File: src/rtl/if1_loader_pkg.sv
// Shared constants and FSM encoding for the IF1 input-feature loader.
package if1_loader_pkg;

  localparam int NPIX_DEFAULT      = 1024;
  localparam int ADDR_STEP_DEFAULT = 4;

  localparam logic MODE_NUMBER = 1'b1;
  localparam logic MODE_LETTER = 1'b0;

  typedef enum logic [2:0] {
    S_IDLE  = 3'd0,
    S_LOAD  = 3'd1,
    S_FLUSH = 3'd2,
    S_START = 3'd3,
    S_RUN   = 3'd4,
    S_HOLD  = 3'd5
  } state_t;

endpackage

File: src/rtl/if1_loader_byte_packer.sv
// Packs accepted 8-bit beats little-endian into 32-bit words and emits a
// registered one-cycle write (word, byte address) per completed or flushed word.
module if1_loader_byte_packer
  import if1_loader_pkg::*;
#(
  parameter int NPIX      = NPIX_DEFAULT,
  parameter int ADDR_STEP = ADDR_STEP_DEFAULT
) (
  input  logic        clk,
  input  logic        rst,
  input  logic        i_beat,
  input  logic        i_sof,
  input  logic        i_flush,
  input  logic [7:0]  i_data,
  output logic        o_word_valid,
  output logic [31:0] o_word,
  output logic [31:0] o_addr
);

  localparam int NWORDS = NPIX / 4;
  localparam int WCW    = (NWORDS > 1) ? $clog2(NWORDS) : 1;

  logic [1:0]     r_idx;
  logic [WCW-1:0] r_wcnt;
  logic [31:0]    r_acc;
  logic [31:0]    r_word;
  logic [31:0]    r_addr;
  logic           r_valid;

  logic [1:0]     w_idx;
  logic [WCW-1:0] w_wcnt;
  logic [31:0]    w_acc;
  logic           w_emit;

  // The first beat of a frame restarts both byte lane and word counter.
  always_comb begin
    w_idx  = i_sof ? 2'd0 : r_idx;
    w_wcnt = i_sof ? '0 : r_wcnt;
    w_emit = i_beat && ((w_idx == 2'd3) || i_flush);
  end

  // Lanes above the current byte read as zero, which pads a flushed partial word.
  for (genvar gi = 0; gi < 4; gi++) begin : g_lane
    assign w_acc[8*gi +: 8] = (w_idx == 2'(gi)) ? i_data :
                              (2'(gi) > w_idx)  ? 8'h00  : r_acc[8*gi +: 8];
  end

  always_ff @(posedge clk) begin
    if (rst) begin
      r_idx   <= 2'd0;
      r_wcnt  <= '0;
      r_acc   <= 32'h0;
      r_word  <= 32'h0;
      r_addr  <= 32'h0;
      r_valid <= 1'b0;
    end else begin
      r_valid <= w_emit;
      if (i_beat) begin
        r_acc <= w_acc;
        r_idx <= i_flush ? 2'd0 : w_idx + 2'd1;
        if (w_emit) begin
          r_word <= w_acc;
          r_addr <= 32'(w_wcnt) * 32'(ADDR_STEP);
          r_wcnt <= i_flush ? '0 : w_wcnt + 1'b1;
        end else begin
          r_wcnt <= w_wcnt;
        end
      end
    end
  end

  assign o_word_valid = r_valid;
  assign o_word       = r_word;
  assign o_addr       = r_addr;

endmodule

File: src/rtl/if1_loader.sv
// Streams one image frame into the IF1 BRAM, kicks the CNN, and holds its
// result until the consumer acknowledges it.
module if1_loader
  import if1_loader_pkg::*;
#(
  parameter int NPIX      = NPIX_DEFAULT,
  parameter int ADDR_STEP = ADDR_STEP_DEFAULT
) (
  input  logic        clk,
  input  logic        rst,
  input  logic        s_valid,
  output logic        s_ready,
  input  logic [7:0]  s_data,
  input  logic        s_last,
  input  logic        mode_in,
  output logic        cnn_mode,
  output logic        cnn_start,
  input  logic        cnn_done,
  input  logic [7:0]  cnn_result,
  output logic [31:0] BRAM_IF1_ADDR,
  output logic [3:0]  BRAM_IF1_WE,
  output logic        BRAM_IF1_EN,
  output logic [31:0] BRAM_IF1_DIN,
  output logic        res_valid,
  output logic [7:0]  res_data,
  input  logic        res_ack,
  output logic        busy,
  output logic        err_len
);

  localparam int PCW = $clog2(NPIX + 1);

  state_t         r_state;
  state_t         w_state_next;
  logic [PCW-1:0] r_pix_cnt;
  logic           r_mode;
  logic           r_err_len;
  logic           r_res_valid;
  logic [7:0]     r_res_data;

  logic           w_ready;
  logic           w_beat;
  logic           w_sof;
  logic           w_frame_end;
  logic           w_short_end;
  logic           w_flush;
  logic           w_word_valid;
  logic [31:0]    w_word;
  logic [31:0]    w_addr;

  assign w_beat      = s_valid && w_ready;
  assign w_sof       = w_beat && (r_state == S_IDLE);
  assign w_frame_end = w_beat && !w_sof && (r_pix_cnt == PCW'(NPIX - 1));
  assign w_short_end = w_beat && s_last && !w_frame_end;
  assign w_flush     = w_frame_end || w_short_end;

  if1_loader_byte_packer #(
    .NPIX      (NPIX),
    .ADDR_STEP (ADDR_STEP)
  ) u_packer (
    .clk          (clk),
    .rst          (rst),
    .i_beat       (w_beat),
    .i_sof        (w_sof),
    .i_flush      (w_flush),
    .i_data       (s_data),
    .o_word_valid (w_word_valid),
    .o_word       (w_word),
    .o_addr       (w_addr)
  );

  always_ff @(posedge clk) begin
    if (rst) r_state <= S_IDLE;
    else     r_state <= w_state_next;
  end

  always_comb begin
    w_state_next = r_state;
    w_ready      = 1'b0;
    cnn_start    = 1'b0;
    busy         = 1'b1;
    case (r_state)
      S_IDLE: begin
        w_ready = !rst;
        busy    = 1'b0;
        if (w_sof && !w_short_end) w_state_next = S_LOAD;
      end
      S_LOAD: begin
        w_ready = !rst;
        if (w_frame_end)      w_state_next = S_FLUSH;
        else if (w_short_end) w_state_next = S_IDLE;
      end
      // The final word write is in flight this cycle; start follows it.
      S_FLUSH: if (w_word_valid) w_state_next = S_START;
      S_START: begin
        cnn_start    = 1'b1;
        w_state_next = S_RUN;
      end
      S_RUN:   if (cnn_done) w_state_next = S_HOLD;
      S_HOLD:  if (res_ack)  w_state_next = S_IDLE;
      default: w_state_next = S_IDLE;
    endcase
  end

  always_ff @(posedge clk) begin
    if (rst) begin
      r_pix_cnt   <= '0;
      r_mode      <= MODE_LETTER;
      r_err_len   <= 1'b0;
      r_res_valid <= 1'b0;
      r_res_data  <= 8'h00;
    end else begin
      if (w_beat) r_pix_cnt <= w_sof ? PCW'(1) : r_pix_cnt + 1'b1;
      if (w_sof)  r_mode <= (mode_in == MODE_NUMBER) ? MODE_NUMBER : MODE_LETTER;
      // A length error on the first beat must win over the start-of-frame clear.
      if (w_short_end || (w_frame_end && !s_last)) r_err_len <= 1'b1;
      else if (w_sof)                               r_err_len <= 1'b0;
      if (r_state == S_RUN && cnn_done) begin
        r_res_valid <= 1'b1;
        r_res_data  <= cnn_result;
      end else if (r_state == S_HOLD && res_ack) begin
        r_res_valid <= 1'b0;
      end
    end
  end

  assign s_ready       = w_ready;
  assign cnn_mode      = r_mode;
  assign err_len       = r_err_len;
  assign res_valid     = r_res_valid;
  assign res_data      = r_res_data;
  assign BRAM_IF1_EN   = w_word_valid;
  assign BRAM_IF1_WE   = {4{w_word_valid}};
  assign BRAM_IF1_ADDR = w_addr;
  assign BRAM_IF1_DIN  = w_word;

endmodule
File: config.mk
export PLATFORM = sky130hd
export DESIGN_NAME = if1_loader
export DESIGN_NICKNAME = d
export VERILOG_FILES = /design/src/rtl/if1_loader_pkg.sv /design/src/rtl/if1_loader_byte_packer.sv /design/src/rtl/if1_loader.sv
export SDC_FILE = /design/constraint.sdc
export NUM_CORES = 1
export LEC_CHECK = 0
export CAP_MARGIN = 0
export CORE_UTILIZATION = 40
export DETAILED_ROUTE_END_ITERATION = 6
export GPL_TIMING_DRIVEN = 0
export PLACE_DENSITY_LB_ADDON = 0.25
export SLEW_MARGIN = 20
export SYNTH_ARGS = -nofsm -noshare
export SYNTH_HDL_FRONTEND = slang
export SYNTH_HIERARCHICAL = 1
export SYNTH_SLANG_ARGS = --single-unit
File: constraint.sdc
create_clock -name clk -period 3.3 [get_ports clk]
set_input_delay 0.33 -clock clk [delete_from_list [all_inputs] [get_ports clk]]
set_output_delay 0.33 -clock clk [all_outputs]
set_load 0.01 [all_outputs]
== After elaboration in Yosys (flattened, before gate mapping) ==
Index checks and enable logic that the tools add are counted.

* Register bits after elaboration: 108
* Bits in latches: 0
* RAM bits: 0
* ROM bits: 0
* Input port bits: 23
* Output and inout port bits: 83
* Logic and storage cells: 88
* Memories kept: 0

* Add/subtract/negate cells: 3
* Multiply operators: 0
* Div/mod/pow operators: 0
* Order comparisons: 4
* Equal/unequal tests: 14
* Shifts and indexed selects: 0
* Multiplexer cells: 29
* Bitwise gates (word level): 0
* Reduce and logical (&&, ||, !) cells: 26

{| class="wikitable"
|+ Operators with widths
! cell !! number
|-
| $mux 8 || 11
|-
| $mux 3 || 6
|-
| $pmux 3 s6 || 1
|-
| $add 11x1->11 const B || 1
|-
| $eq 11x10->1 const B || 1
|-
| $logic_and 1x1->1 || 11
|-
| $mux 11 || 1
|-
| $add 8x1->8 const B || 1
|-
| $mux 1 || 8
|-
| $eq 3x2->1 const B || 2
|-
| $eq 3x3->1 const B || 2
|-
| $logic_not 1->1 || 5
|-
| $reduce_and 5->1 || 1
|-
| $eq 2x2->1 const B || 2
|-
| $gt 1x2->1 const A || 2
|-
| $gt 2x2->1 const A || 2
|-
| $mux 2 || 2
|-
| $ne 2x1->1 const B || 2
|-
| $ne 2x2->1 const B || 2
|-
| $reduce_bool 2->1 || 2
|-
| $eq 3x1->1 const B || 1
|-
| $logic_not 3->1 || 1
|-
| $logic_or 1x1->1 || 3
|-
| $ne 3x3->1 const B || 1
|-
| 5 further kinds || 5
|}

== Logic depth before layout (Yosys ltp) ==
* Depth after elaboration: 14
* Mapped depth: 14
* Depth with buffers taken out: 9

== Hierarchy ==
The synthesis kept the hierarchy.

{| class="wikitable"
|+ Modules (own cells, without submodules)
! module !! times used !! cells an instance !! area an instance (µm²) !! seq. area each (µm²)
|-
| if1_loader_byte_packer || 1 || 383 || 3296.9 || 1501.4
|-
| if1_loader || 1 || 133 || 1187.4 || 500.5
|}

== Worst setup path before layout ==
No wires, ideal clock.

* Path type: input port to flip-flop
* Start point: in rst
* End point: reg u_packer.r_addr[6] (netlist: u_packer/o_addr[6])
* Library setup time: 0.128 ns
* Arrival: 2.831 ns
* Required time: 3.172 ns
* Path slack: 0.341 ns
* Cell stages on the path: 14
* Path through: buf_6 > or4b_4 > buf_6 > nor2_1 > nand2b_1 > clkbuf_1 > inv_1 > ha_1 > buf_2 > o21ai_1 > buf_2 > nor3b_1 > a21oi_1 > nor2_1

* Longest elaborated chain between the ends: 13
* Elaborated cells between the ends (all ways): 17

{| class="wikitable"
|+ Ends and longest elaborated chain
! what !! RTL line !! source
|-
| start: declaration || if1_loader.sv:10 || <nowiki>input logic rst,</nowiki>
|-
| $logic_not 1->1 * || if1_loader.sv:84, if1_loader.sv:89 ||
|-
| $mux 1 * || n/a ||
|-
| $logic_and 1x1->1 * || if1_loader.sv:51 || <nowiki>assign w_beat = s_valid && w_ready;</nowiki>
|-
| $logic_and 1x1->1 * || if1_loader.sv:52 || <nowiki>assign w_sof = w_beat && (r_state == S_IDLE);</nowiki>
|-
| via w_sof || if1_loader.sv:43 || <nowiki>logic w_sof;</nowiki>
|-
| $logic_not 1->1 || if1_loader.sv:53 || <nowiki>assign w_frame_end = w_beat && !w_sof && (r_pix_cnt == PCW'(NPIX - 1));</nowiki>
|-
| $logic_and 1x1->1 (2 in series) || if1_loader.sv:53 ||
|-
| $logic_not 1->1 || if1_loader.sv:54 || <nowiki>assign w_short_end = w_beat && s_last && !w_frame_end;</nowiki>
|-
| $logic_and 1x1->1 || if1_loader.sv:54 ||
|-
| $logic_or 1x1->1 || if1_loader.sv:55 || <nowiki>assign w_flush = w_frame_end || w_short_end;</nowiki>
|-
| $logic_or 1x1->1 || if1_loader_byte_packer.sv:39 || <nowiki>w_emit = i_beat && ((w_idx == 2'd3) || i_flush);</nowiki>
|-
| $logic_and 1x1->1 || if1_loader_byte_packer.sv:39 ||
|-
| $reduce_and 2->1 (no line) || n/a ||
|-
| end signal: assignment || if1_loader_byte_packer.sv:63 || <nowiki>r_addr <= 32'(w_wcnt) * 32'(ADDR_STEP);</nowiki>
|-
| end: declaration || if1_loader_byte_packer.sv:27 || <nowiki>logic [31:0] r_addr;</nowiki>
|}

The timed path passes the listed nets; every way through them passes the cells marked *.
A chain may end at the register's enable or synchronous reset.

== Worst setup path after layout ==
* Start point: in rst
* End point: reg u_packer.r_acc[3]

* Longest elaborated chain between the ends: 8
* Elaborated cells between the ends (all ways): 9

{| class="wikitable"
|+ Ends and longest elaborated chain
! what !! RTL line !! source
|-
| $logic_not 1->1 * || if1_loader.sv:84, if1_loader.sv:89 ||
|-
| $mux 1 * || n/a ||
|-
| $logic_and 1x1->1 * || if1_loader.sv:51 ||
|-
| $logic_and 1x1->1 * || if1_loader.sv:52 ||
|-
| via w_sof || if1_loader.sv:43 ||
|-
| $mux 2 * || if1_loader_byte_packer.sv:37 || <nowiki>w_idx = i_sof ? 2'd0 : r_idx;</nowiki>
|-
| $gt 1x2->1 || if1_loader_byte_packer.sv:45 || <nowiki>(2'(gi) > w_idx) ? 8'h00 : r_acc[8*gi +: 8];</nowiki>
|-
| $mux 8 || if1_loader_byte_packer.sv:45 ||
|-
| $mux 8 * || if1_loader_byte_packer.sv:44 || <nowiki>assign w_acc[8*gi +: 8] = (w_idx == 2'(gi)) ? i_data :</nowiki>
|-
| end signal: assignment || if1_loader_byte_packer.sv:59 || <nowiki>r_acc <= w_acc;</nowiki>
|-
| end: declaration || if1_loader_byte_packer.sv:25 || <nowiki>logic [31:0] r_acc;</nowiki>
|}

Marks and branches as above.

==> results.yml <==
clock_tree:
  ctsRootBufferMaster: "sky130_fd_sc_hd__clkbuf_8"
  clkLatencyLatePin_ns: 0.37
  clk_path_buf_depth: 2
  cts_hold_repair.buffers: 0
  clkTransAtPathRegs_ns: 0.11
  clock_buffer_count_from_cts: 9
  htree_num_levels: 3
  clock-sinks: 100
  cts_tree: "yes"
timing:
  slew_viol_final: 0
  max_freq_mhz: 319
  finClkSkew_ns: 0.0215
  timing.final.hold_violations: 0
  rsz_0062_raised_after_global_routing: "no"
  period_minus_slack_ns: 3.13
  setup_violations: 0
  max_slew_margin_pct: 65.2
  final.period_utilization_pct: 94.9
  max_slew.worst_pin.slew_ns: 0.522
run:
  max_cap_violations: 0
placement:
  dpl.hpwl_um: 8080
  place_congestion: 0.799
  port_buffers: 81
  dpl.cell_count: 760
worst_setup_path:
  crit_family: "buffers and inverters"
  timing.setup.critical_path_class: "input pin to register"
  endpoint_kind: "register"
  setup.worst_path.start_class: "input pin"
  reg2reg_from: "r_state[2]$_SDFFE_PP0P_"
  path_buf_inv: 5
  timing.critical_path.fanout_max: 11
  critical_path.startpoint: "rst"
  worst_path_largest_cell_delay_ns: 0.52
  data_required_time_of_the_critical_path_ns: 3.54
  cp_data_arrival_time_ns: 3.37
  cpMaxStageDelayCell: "sky130_fd_sc_hd__or4b_4"
  path_cells: "clkdlybuf4s50_1 > buf_6 > or4b_4 > buf_6 > nor2_4 > nand2b_4 > ha_1 > clkbuf_1 > buf_2 > nand2_1 > nand2_1 > a21oi_1"
global_routing:
  groute.usage.overall_pct: 19.6
  antenna_found_initial: 0
  number_of_global_route_vias_before_repair: 3757
  global_route_congestion_overflow_total: 0
  grt_start_max_net_pins: 20
  grt_first_pass_wirelength_um: 17800
layout:
  layout.cells.most_common: "sky130_fd_sc_hd__dfxtp_1"
  num_antenna_cells: 0
  nNetsFinal: 659
  layout-area-overhead-vs-synth_pct: 29.2
  most-common-layout-cells: "sky130_fd_sc_hd__dfxtp_1 (100), sky130_fd_sc_hd__nor2_1 (81), sky130_fd_sc_hd__clkdlybuf4s50_1 (81)"
  finish.cell_count_without_fillers: 775
  final_layout_size_suffix_gt1_share_pct: 11.3
yosys:
  synth_sequential_area_ratio_pct: 44.6
  synth-async-reset-ratio_pct: 0
  synth_top_area_share_pct: 44.6
  yosys_register_bits: 100
  post_synthesis_cell_type_with_the_largest_combined_area: "sky130_fd_sc_hd__dfxtp_1"
  synth_cell_type_count: 52
  synth_warnings: 6
  netlist_instances: 516
  post_synth.cell_area_avg_um2: 8.69
  synth_area_mm2: 0.00448
  most_used_flip_flop_cell_after_synthesis: "sky130_fd_sc_hd__dfxtp_1"
  synth_enable_flop_cells: 0
  synthTopCellsByArea: "sky130_fd_sc_hd__dfxtp_1 (45%), sky130_fd_sc_hd__nor2_1 (6.9%), sky130_fd_sc_hd__a211oi_1 (6.7%)"
floorplanning:
  placeableCoreArea_mm2: 0.0109
  design.die.area_mm2: 0.0116
  core.rowCount: 38
  die_x_um: 108
  fp.dieH_um: 108
  floorplan.initialDensity_pct: 41.2
  io_pins: 106
power_and_ir_drop:
  finalPower_uw: 2350
  power_per_cell_area_mw_per_mm2: 405
  vdd.ir_drop.worst_v: 0.000190
  static-leakage-power_uw: 0.00213
run_status:
  outcome: "finished clean"
drt:
  avgRoutedWirePerCell_um: 14.4
  totalWireLength_um: 11200
  viasPerCell: 5.11
  first_iter_violations: 310
  final_antenna_net_count: 0
  route.detailed.drc: 0
  drt-pass1-iter-count: 4
  num_vias: 3964
min_path:
  hold_path_class: "register to register"
  worst_hold_startpoint: "u_packer/o_addr[3]$_SDFFE_PP0P_"
-- cells by family (layout without fill, tap and decap cells) --
logic type      Yosys count  in the layout  synth area share [%]
simple gates            194            194                  22.2
compound gates          111            111                  16.0
flops                   100            100                  44.6
buf+inv                  76            172                  9.35
mux                      18             18                  4.05
xor+xnor                 10             10                  1.95
fa+ha+maj                 6              6                  1.67
other cells               1             24                0.0836
-- tightest hold or removal path: cells and delay by family, from the launching register on --
family,cells,cell delay [ns]
and+or+nand+nor,1,0.05
DFF,1,0.32
AOI/OAI and AO/OA,1,0.05
-- state kept, by name (all words and copies together), names as in the netlist, 2 cells and up --
signal           count
u_packer/o_word     32
r_state              3
u_packer/r_idx       2
u_packer/r_wcnt      8
u_packer/r_acc      24
u_packer/o_addr      8
r_pix_cnt           11
res_data             8
-- stage by stage --
step / cell area, µm² / util, % / setup slack [ns] / setup TNS (ns) / hold slack [ns]
2_1_floorplan: 4570 / - / 0.341 / 0 / 0.436
3_3_place_gp: 5560 / 51.0 / -0.776 / -47.88 / 0.444
3_5_place_dp: 5560 / 51.0 / -0.843 / -51.80 / 0.447
4_1_cts: 5780 / 53.1 / 0.0315 / 0 / 0.463
5_1_grt: 5790 / 53.2 / 0.00129 / 0 / 0.489
6_report: 5790 / 53.2 / 0.168 / 0 / 0.462
-- synthesized netlist by cell type, drive strengths merged, types with 3 or more instances --
library cell and instances:
dfxtp 100, nor2 83, buf 47, a21oi 44, a211oi 40, nand2 33
nor3b 21, clkbuf 19, mux2i 17, nand3 15, a22oi 9, inv 9
nor3 7, ha 6, xnor2 6, nand4 5, nor2b 5, o21ai 5
nand3b 4, or3 4, xor2 4, and4 3, nand2b 3, nor4 3
-- layout make-up --
class | count | area (µm²)
fill | 1051 | 5100
multi-input combinational | 363 | 2170
sequential | 100 | 2000
timing repair buffer | 81 | 811
buffer | 65 | 380
tap | 140 | 175
clock buffer | 9 | 124
clock inverter | 7 | 93.8
inverter | 10 | 37.5
-- per-layer routing --
metal  wire (µm)  vias up  GRT usage (%)
li1            -     1979              -
met1        5040     1844           25.0
met2        5320      132           33.2
met3         717        9           3.15
met4         126        0           6.95
met5           0        -              0
-- power by group --
part | leakage (µW) | internal, µW | total [µW] | switching [µW]
logic | 0.00120 | 111 | 252 | 141
clock network | 0.000112 | 373 | 846 | 473
registers | 0.000811 | 1230 | 1250 | 14.5
-- final timing paths --
check                                                  endpoint  slack, ns  depth (start not counted)
worst min register to register  u_packer/o_addr[3]$_SDFFE_PP0P_       0.46                          2
worst max-delay path             u_packer/r_acc[3]$_SDFFE_PP0P_       0.17                         12
worst min-delay path            u_packer/o_addr[3]$_SDFFE_PP0P_       0.46                          2
worst max register to register   u_packer/r_acc[3]$_SDFFE_PP0P_       0.39                         10
-- timing repair --
item | CTS | global route
hold endpoints to repair | 0 | 0
setup buffers | 0 | 0
endpoints found under the setup margin | 71 | 62
resized for setup | 3 | 6
(Power assumes the default switching activity.)
